File: config.mk
export PLATFORM = sky130hd
export DESIGN_NAME = imem_loader
export DESIGN_NICKNAME = d
export VERILOG_FILES = /design/src/rtl/imem_loader.sv
export SDC_FILE = /design/constraint.sdc
export NUM_CORES = 2
export LEC_CHECK = 0
export ABC_CLOCK_PERIOD_IN_PS = 4600
export BUFFER_PORTS_ARGS = -buffer_cell sky130_fd_sc_hd__buf_4
export CAP_MARGIN = 0
export CORE_ASPECT_RATIO = 1.2
export CORE_MARGIN = 5
export CORE_UTILIZATION = 45
export CTS_BUF_LIST = sky130_fd_sc_hd__clkbuf_16
export DETAILED_ROUTE_END_ITERATION = 10
export PLACE_DENSITY = 0.64
export SKIP_LAST_GASP = 1
export SLEW_MARGIN = 20
export SYNTH_ARGS = -nofsm -noshare
export SYNTH_HDL_FRONTEND = slang
export SYNTH_SLANG_ARGS = --single-unit
File: constraint.sdc
create_clock -name clk -period 4.6 [get_ports clk]
set_clock_uncertainty 0.05 [all_clocks]
set_input_delay 0.23 -clock clk [delete_from_list [all_inputs] [get_ports clk]]
set_output_delay 0.23 -clock clk [all_outputs]
set_load 0.01 [all_outputs]
File: src/rtl/imem_loader.sv
// imem_loader: program loader and instruction memory for the sequential core.
//
// A byte stream arrives over a valid/ready handshake. Bytes are packed
// little-endian into 32-bit words and written into a word-addressed memory.
// The core's fetch port reads that memory combinationally. cpu_run stays low
// until a complete program has been loaded.
//
// Ports:
//   clk          - single clock, rising edge
//   rst_n        - asynchronous active-low reset
//   ld_start     - pulse: begin a new load, discard the previous program
//   ld_valid     - ld_byte is valid
//   ld_byte      - program byte, least-significant byte of each word first
//   ld_last      - marks the final byte of the program
//   ld_ready     - loader accepts a byte this cycle (registered)
//   fetch_pc     - byte address from the core's PC
//   fetch_inst   - instruction at fetch_pc, combinational
//   cpu_run      - program loaded, core may advance (registered)
//   load_err     - last load failed, sticky until next ld_start (registered)
//   words_loaded - words written by the current or last load (registered)

module imem_loader #(
    parameter int unsigned DEPTH = 64,
    parameter int unsigned AW    = 6,
    parameter logic [31:0] NOP   = 32'h0000_0013
) (
    input  logic          clk,
    input  logic          rst_n,
    input  logic          ld_start,
    input  logic          ld_valid,
    input  logic [7:0]    ld_byte,
    input  logic          ld_last,
    output logic          ld_ready,
    input  logic [63:0]   fetch_pc,
    output logic [31:0]   fetch_inst,
    output logic          cpu_run,
    output logic          load_err,
    output logic [AW:0]   words_loaded
);

    localparam logic [AW:0] LastIdx = (AW + 1)'(DEPTH - 1);

    typedef enum logic [1:0] {
        StIdle = 2'd0,
        StLoad = 2'd1,
        StRun  = 2'd2
    } state_e;

    state_e           state_q, state_d;
    logic [AW:0]      ptr_q, ptr_d;
    logic [1:0]       bidx_q, bidx_d;
    logic [23:0]      asm_q, asm_d;
    logic [DEPTH-1:0] vbit_q, vbit_d;
    logic             ld_ready_q, ld_ready_d;
    logic             cpu_run_q, cpu_run_d;
    logic             load_err_q, load_err_d;
    logic [AW:0]      words_loaded_q, words_loaded_d;

    // Memory contents are deliberately not reset; vbit alone marks validity.
    logic [31:0]      mem_q [DEPTH];
    logic             mem_we;
    logic [AW-1:0]    mem_waddr;
    logic [31:0]      mem_wdata;

    logic             transfer;

    // ld_ready_q mirrors "state is LOAD", so this is the handshake.
    assign transfer = ld_valid && ld_ready_q;

    always_comb begin
        state_d        = state_q;
        ptr_d          = ptr_q;
        bidx_d         = bidx_q;
        asm_d          = asm_q;
        vbit_d         = vbit_q;
        load_err_d     = load_err_q;
        words_loaded_d = words_loaded_q;
        mem_we         = 1'b0;
        mem_waddr      = ptr_q[AW-1:0];
        mem_wdata      = {ld_byte, asm_q};

        if (ld_start) begin
            // Start (or restart) a load from any state; a same-cycle
            // transfer is ignored.
            state_d        = StLoad;
            ptr_d          = '0;
            bidx_d         = 2'd0;
            vbit_d         = '0;
            load_err_d     = 1'b0;
            words_loaded_d = '0;
        end else if (transfer) begin
            if (bidx_q != 2'd3) begin
                case (bidx_q)
                    2'd0:    asm_d[7:0]   = ld_byte;
                    2'd1:    asm_d[15:8]  = ld_byte;
                    default: asm_d[23:16] = ld_byte;
                endcase
                bidx_d = bidx_q + 2'd1;
                if (ld_last) begin
                    // Program ends mid-word: drop the partial word.
                    state_d    = StIdle;
                    bidx_d     = 2'd0;
                    load_err_d = 1'b1;
                end
            end else begin
                mem_we                 = 1'b1;
                vbit_d[ptr_q[AW-1:0]]  = 1'b1;
                ptr_d                  = ptr_q + 1'b1;
                bidx_d                 = 2'd0;
                words_loaded_d         = ptr_q + 1'b1;
                if (ld_last) begin
                    state_d = StRun;
                end else if (ptr_q == LastIdx) begin
                    // Memory full but the stream has not ended.
                    state_d    = StIdle;
                    load_err_d = 1'b1;
                end
            end
        end

        ld_ready_d = (state_d == StLoad);
        cpu_run_d  = (state_d == StRun);
    end

    always_ff @(posedge clk or negedge rst_n) begin
        if (!rst_n) begin
            state_q        <= StIdle;
            ptr_q          <= '0;
            bidx_q         <= 2'd0;
            asm_q          <= '0;
            vbit_q         <= '0;
            ld_ready_q     <= 1'b0;
            cpu_run_q      <= 1'b0;
            load_err_q     <= 1'b0;
            words_loaded_q <= '0;
        end else begin
            state_q        <= state_d;
            ptr_q          <= ptr_d;
            bidx_q         <= bidx_d;
            asm_q          <= asm_d;
            vbit_q         <= vbit_d;
            ld_ready_q     <= ld_ready_d;
            cpu_run_q      <= cpu_run_d;
            load_err_q     <= load_err_d;
            words_loaded_q <= words_loaded_d;
        end
    end

    always_ff @(posedge clk) begin
        if (mem_we) begin
            mem_q[mem_waddr] <= mem_wdata;
        end
    end

    // Fetch: aligned, in range, and loaded; anything else reads as NOP.
    logic [AW-1:0] fetch_idx;
    logic          fetch_ok;

    assign fetch_idx = fetch_pc[AW+1:2];

    always_comb begin
        fetch_ok   = (fetch_pc[1:0] == 2'b00) && (fetch_pc[63:AW+2] == '0) &&
                     vbit_q[fetch_idx];
        fetch_inst = fetch_ok ? mem_q[fetch_idx] : NOP;
    end

    assign ld_ready     = ld_ready_q;
    assign cpu_run      = cpu_run_q;
    assign load_err     = load_err_q;
    assign words_loaded = words_loaded_q;

endmodule

==> metrics.yaml <==
path_clk_slew_ns: 0.06
finalWirelength_um: 225000
final_nets: 4549
r2r-start: "words_loaded[2]"
setup_viol: 0
swShare_pct: 22.4
yosys_warnings: 0
cp_max_fo: 7
required_ns: 4.32
grtUsageTotal_pct: 23.0
postCtsSetupBuffers: 0
tns_ns: 0
pwr-share-seq_pct: 58.1
start_kind: "flop"
worstHoldStart: "ld_last"
synthArstFlopShare_pct: 4.74
grt_pass1_wl_um: 320000
row_count: 173
synth_edf_count: 2048
dp_hpwl_um: 127000
cts.sinks: 2150
final_common_cell: "edfxtp_1"
power_density_mw_per_mm2: 431
die_y_um: 481
antenna_found_initial: 6
fp.dieW_um: 403
syn2layout_area_growth_pct: 13.6
worst-r2r-setup-slack_ns: 1.33
overflow: 0
gp_congestion: 0.833
dieArea_mm2: 0.194
period_share_pct: 87.1
startpoint: "vbit_q[18]"
core_area_mm2: 0.185
end_kind: "primary output"
n_fill_cell: 14400
syn_inst: 4215
cts_resized: 0
synth_flop_cell: "edfxtp_1"
max_freq_mhz: 250
final_cells: 7066
rsz0062_at_grt: "false"
place_ws_ns: 0.877
pwr-share-comb_pct: 4.8
max-vdd-ir-drop_mv: 0.498
fin_ws_ns: 0.593
clock_path_buffers: 3
synth_seq_cells: 2150
dr.pass1.iters: 5
cts_made_buffers: 188
antenna_left: 0
dp_cells: 6709
leakage_nw: 30.8
seq_area_frac_synth_pct: 76.9
finalHoldViolations: 0
cp.arrival_ns: 3.73
mostFrequentLayoutCells: "edfxtp_1, mux2i_1, mux4_2"
worstSetupPathType: "reg -> out"
worstMarginPinSlew_ns: 1.27
vias: 43500
grt_max_degree: 141
intPower_mw: 31.6
p_switching_mw: 9.14
hp-class: "in -> reg"
fin_crit_ns: 4.01
root_buffer: "clkbuf_16"
status: "finished clean"
first_iter_violations: 5255
portBuffers: 118
pwr-share-clk_pct: 37.1
synth_nets: 4298
slew-limit-headroom_pct: 15.5
ios: 119
syn_area_mm2: 0.0833
clk_latency_ns: 0.84
htreeDepth: 4
hold_ws_ns: 0.342
drc_errors: 0
final_layout_size_suffix_gt1_share_pct: 22.4
initial_utilization_pct: 45.1
syn_avg_cell_area_um2: 19.8
wl_per_cell_um: 31.8
drv_slew: 0
grt_pass1_vias: 43100
cts_tree: "yes"
max-cap-violations: 0
synth_cell_type_count: 63
via_per_inst: 6.16
## path summary, 6_finish.rpt
kind                                        to  cells past startpoint
min in group asynchronous             load_err                      4
worst max register to register   mem_q[60][28]                      4
worst min register to register      vbit_q[21]                      1
worst min-delay path                 bidx_q[1]                      5
worst max-delay path            fetch_inst[29]                      7
max in group asynchronous           vbit_q[42]                      4
## metrics by stage
step / cell area [µm²] / utilization, % / power (mW)
3_3_place_gp: 88600 / 48.0 / 25.9
2_1_floorplan: 83300 / - / 24.8
5_1_grt: 94600 / 51.3 / 42.0
3_5_place_dp: 88600 / 48.0 / 26.0
4_1_cts: 94600 / 51.2 / 41.0
6_report: 94700 / 51.3 / 40.8
## synth_stat cells, drive strengths merged (56+ instances only)
cell,n,share of area (%)
mux4,320,8.6
nand2,57,0.26
o22ai,103,0.77
clkbuf,110,0.50
mux2i,384,4.6
nand3,101,0.61
buf,143,1.1
nor2b,56,0.42
nor2,159,0.72
dfrtp,102,3.1
edfxtp,2048,74
a22oi,147,1.3
a21oi,85,0.51
## cells by family (layout without fill, tap and decap cells)
family | count (synthesis) | after routing | share of synthesized area [%]
DFF | 2150 | 2150 | 76.9
muxes | 758 | 758 | 14.0
AOI/OAI and AO/OA | 541 | 541 | 4.52
and+or+nand+nor | 496 | 496 | 2.91
buffers and inverters | 259 | 657 | 1.58
adders and majority gates | 6 | 6 | 0.0901
xor gates and xnor gates | 5 | 5 | 0.0526
other | 0 | 3 | 0
## layer usage
layer | share of wire (%) | GRT usage (%) | wire length (µm) | up-vias
met5 | 0.012 | 0 | 27 | -
met4 | 3.1 | 7.14 | 6980 | 4
met3 | 8.1 | 3.71 | 18100 | 391
met2 | 50 | 38.6 | 113000 | 2023
met1 | 39 | 31.1 | 86800 | 23300
li1 | - | - | - | 17900
## area by class of cell
type / count / area (µm²) / share of cell area (%)
clock buffer: 192 / 4800 / 5.08
antenna: 3 / 7.51 / 0.00793
timing repair buffer: 314 / 3150 / 3.33
multi-input combinational: 1806 / 18500 / 19.5
clock inverter: 145 / 995 / 1.05
sequential: 2150 / 64100 / 67.7
inverter: 6 / 22.5 / 0.0238
tap: 2450 / 3070 / 3.24
## power by group through the flow
stage / Sequential (mW) / Combinational, mW / Clock, mW
finish: 23.7 / 1.96 / 15.1
global route: 23.8 / 2.08 / 16.1
global placement: 24.0 / 1.91 / 0
detailed placement: 24.1 / 1.94 / 0
CTS: 23.7 / 1.96 / 15.3
floorplan: 23.7 / 1.03 / 0
## timing repair
item                                    CTS  global route
hold buffers                             17             0
endpoints found under the hold margin   574             0
endpoints found under the setup margin    0             0
## registers in the layout, summed over array words and instances, names as in the netlist
| name | flops |
|---|---|
| mem_q | 2048 |
| vbit_q | 64 |
| asm_q | 24 |
| words_loaded | 7 |
| bidx_q | 2 |
| state_q | 2 |
| cpu_run | 1 |
| ld_ready | 1 |
| load_err | 1 |
## critical path, stage by stage (launching register included)
cell	delay (ns)
dfrtp_1	0.37
mux2i_1	0.09
a22oi_1	0.22
a21oi_1	0.10
or4_4	0.56
a221oi_4	0.68
nor4b_2	0.64
buf_4	0.23
Power figures use the tool's default switching activity.
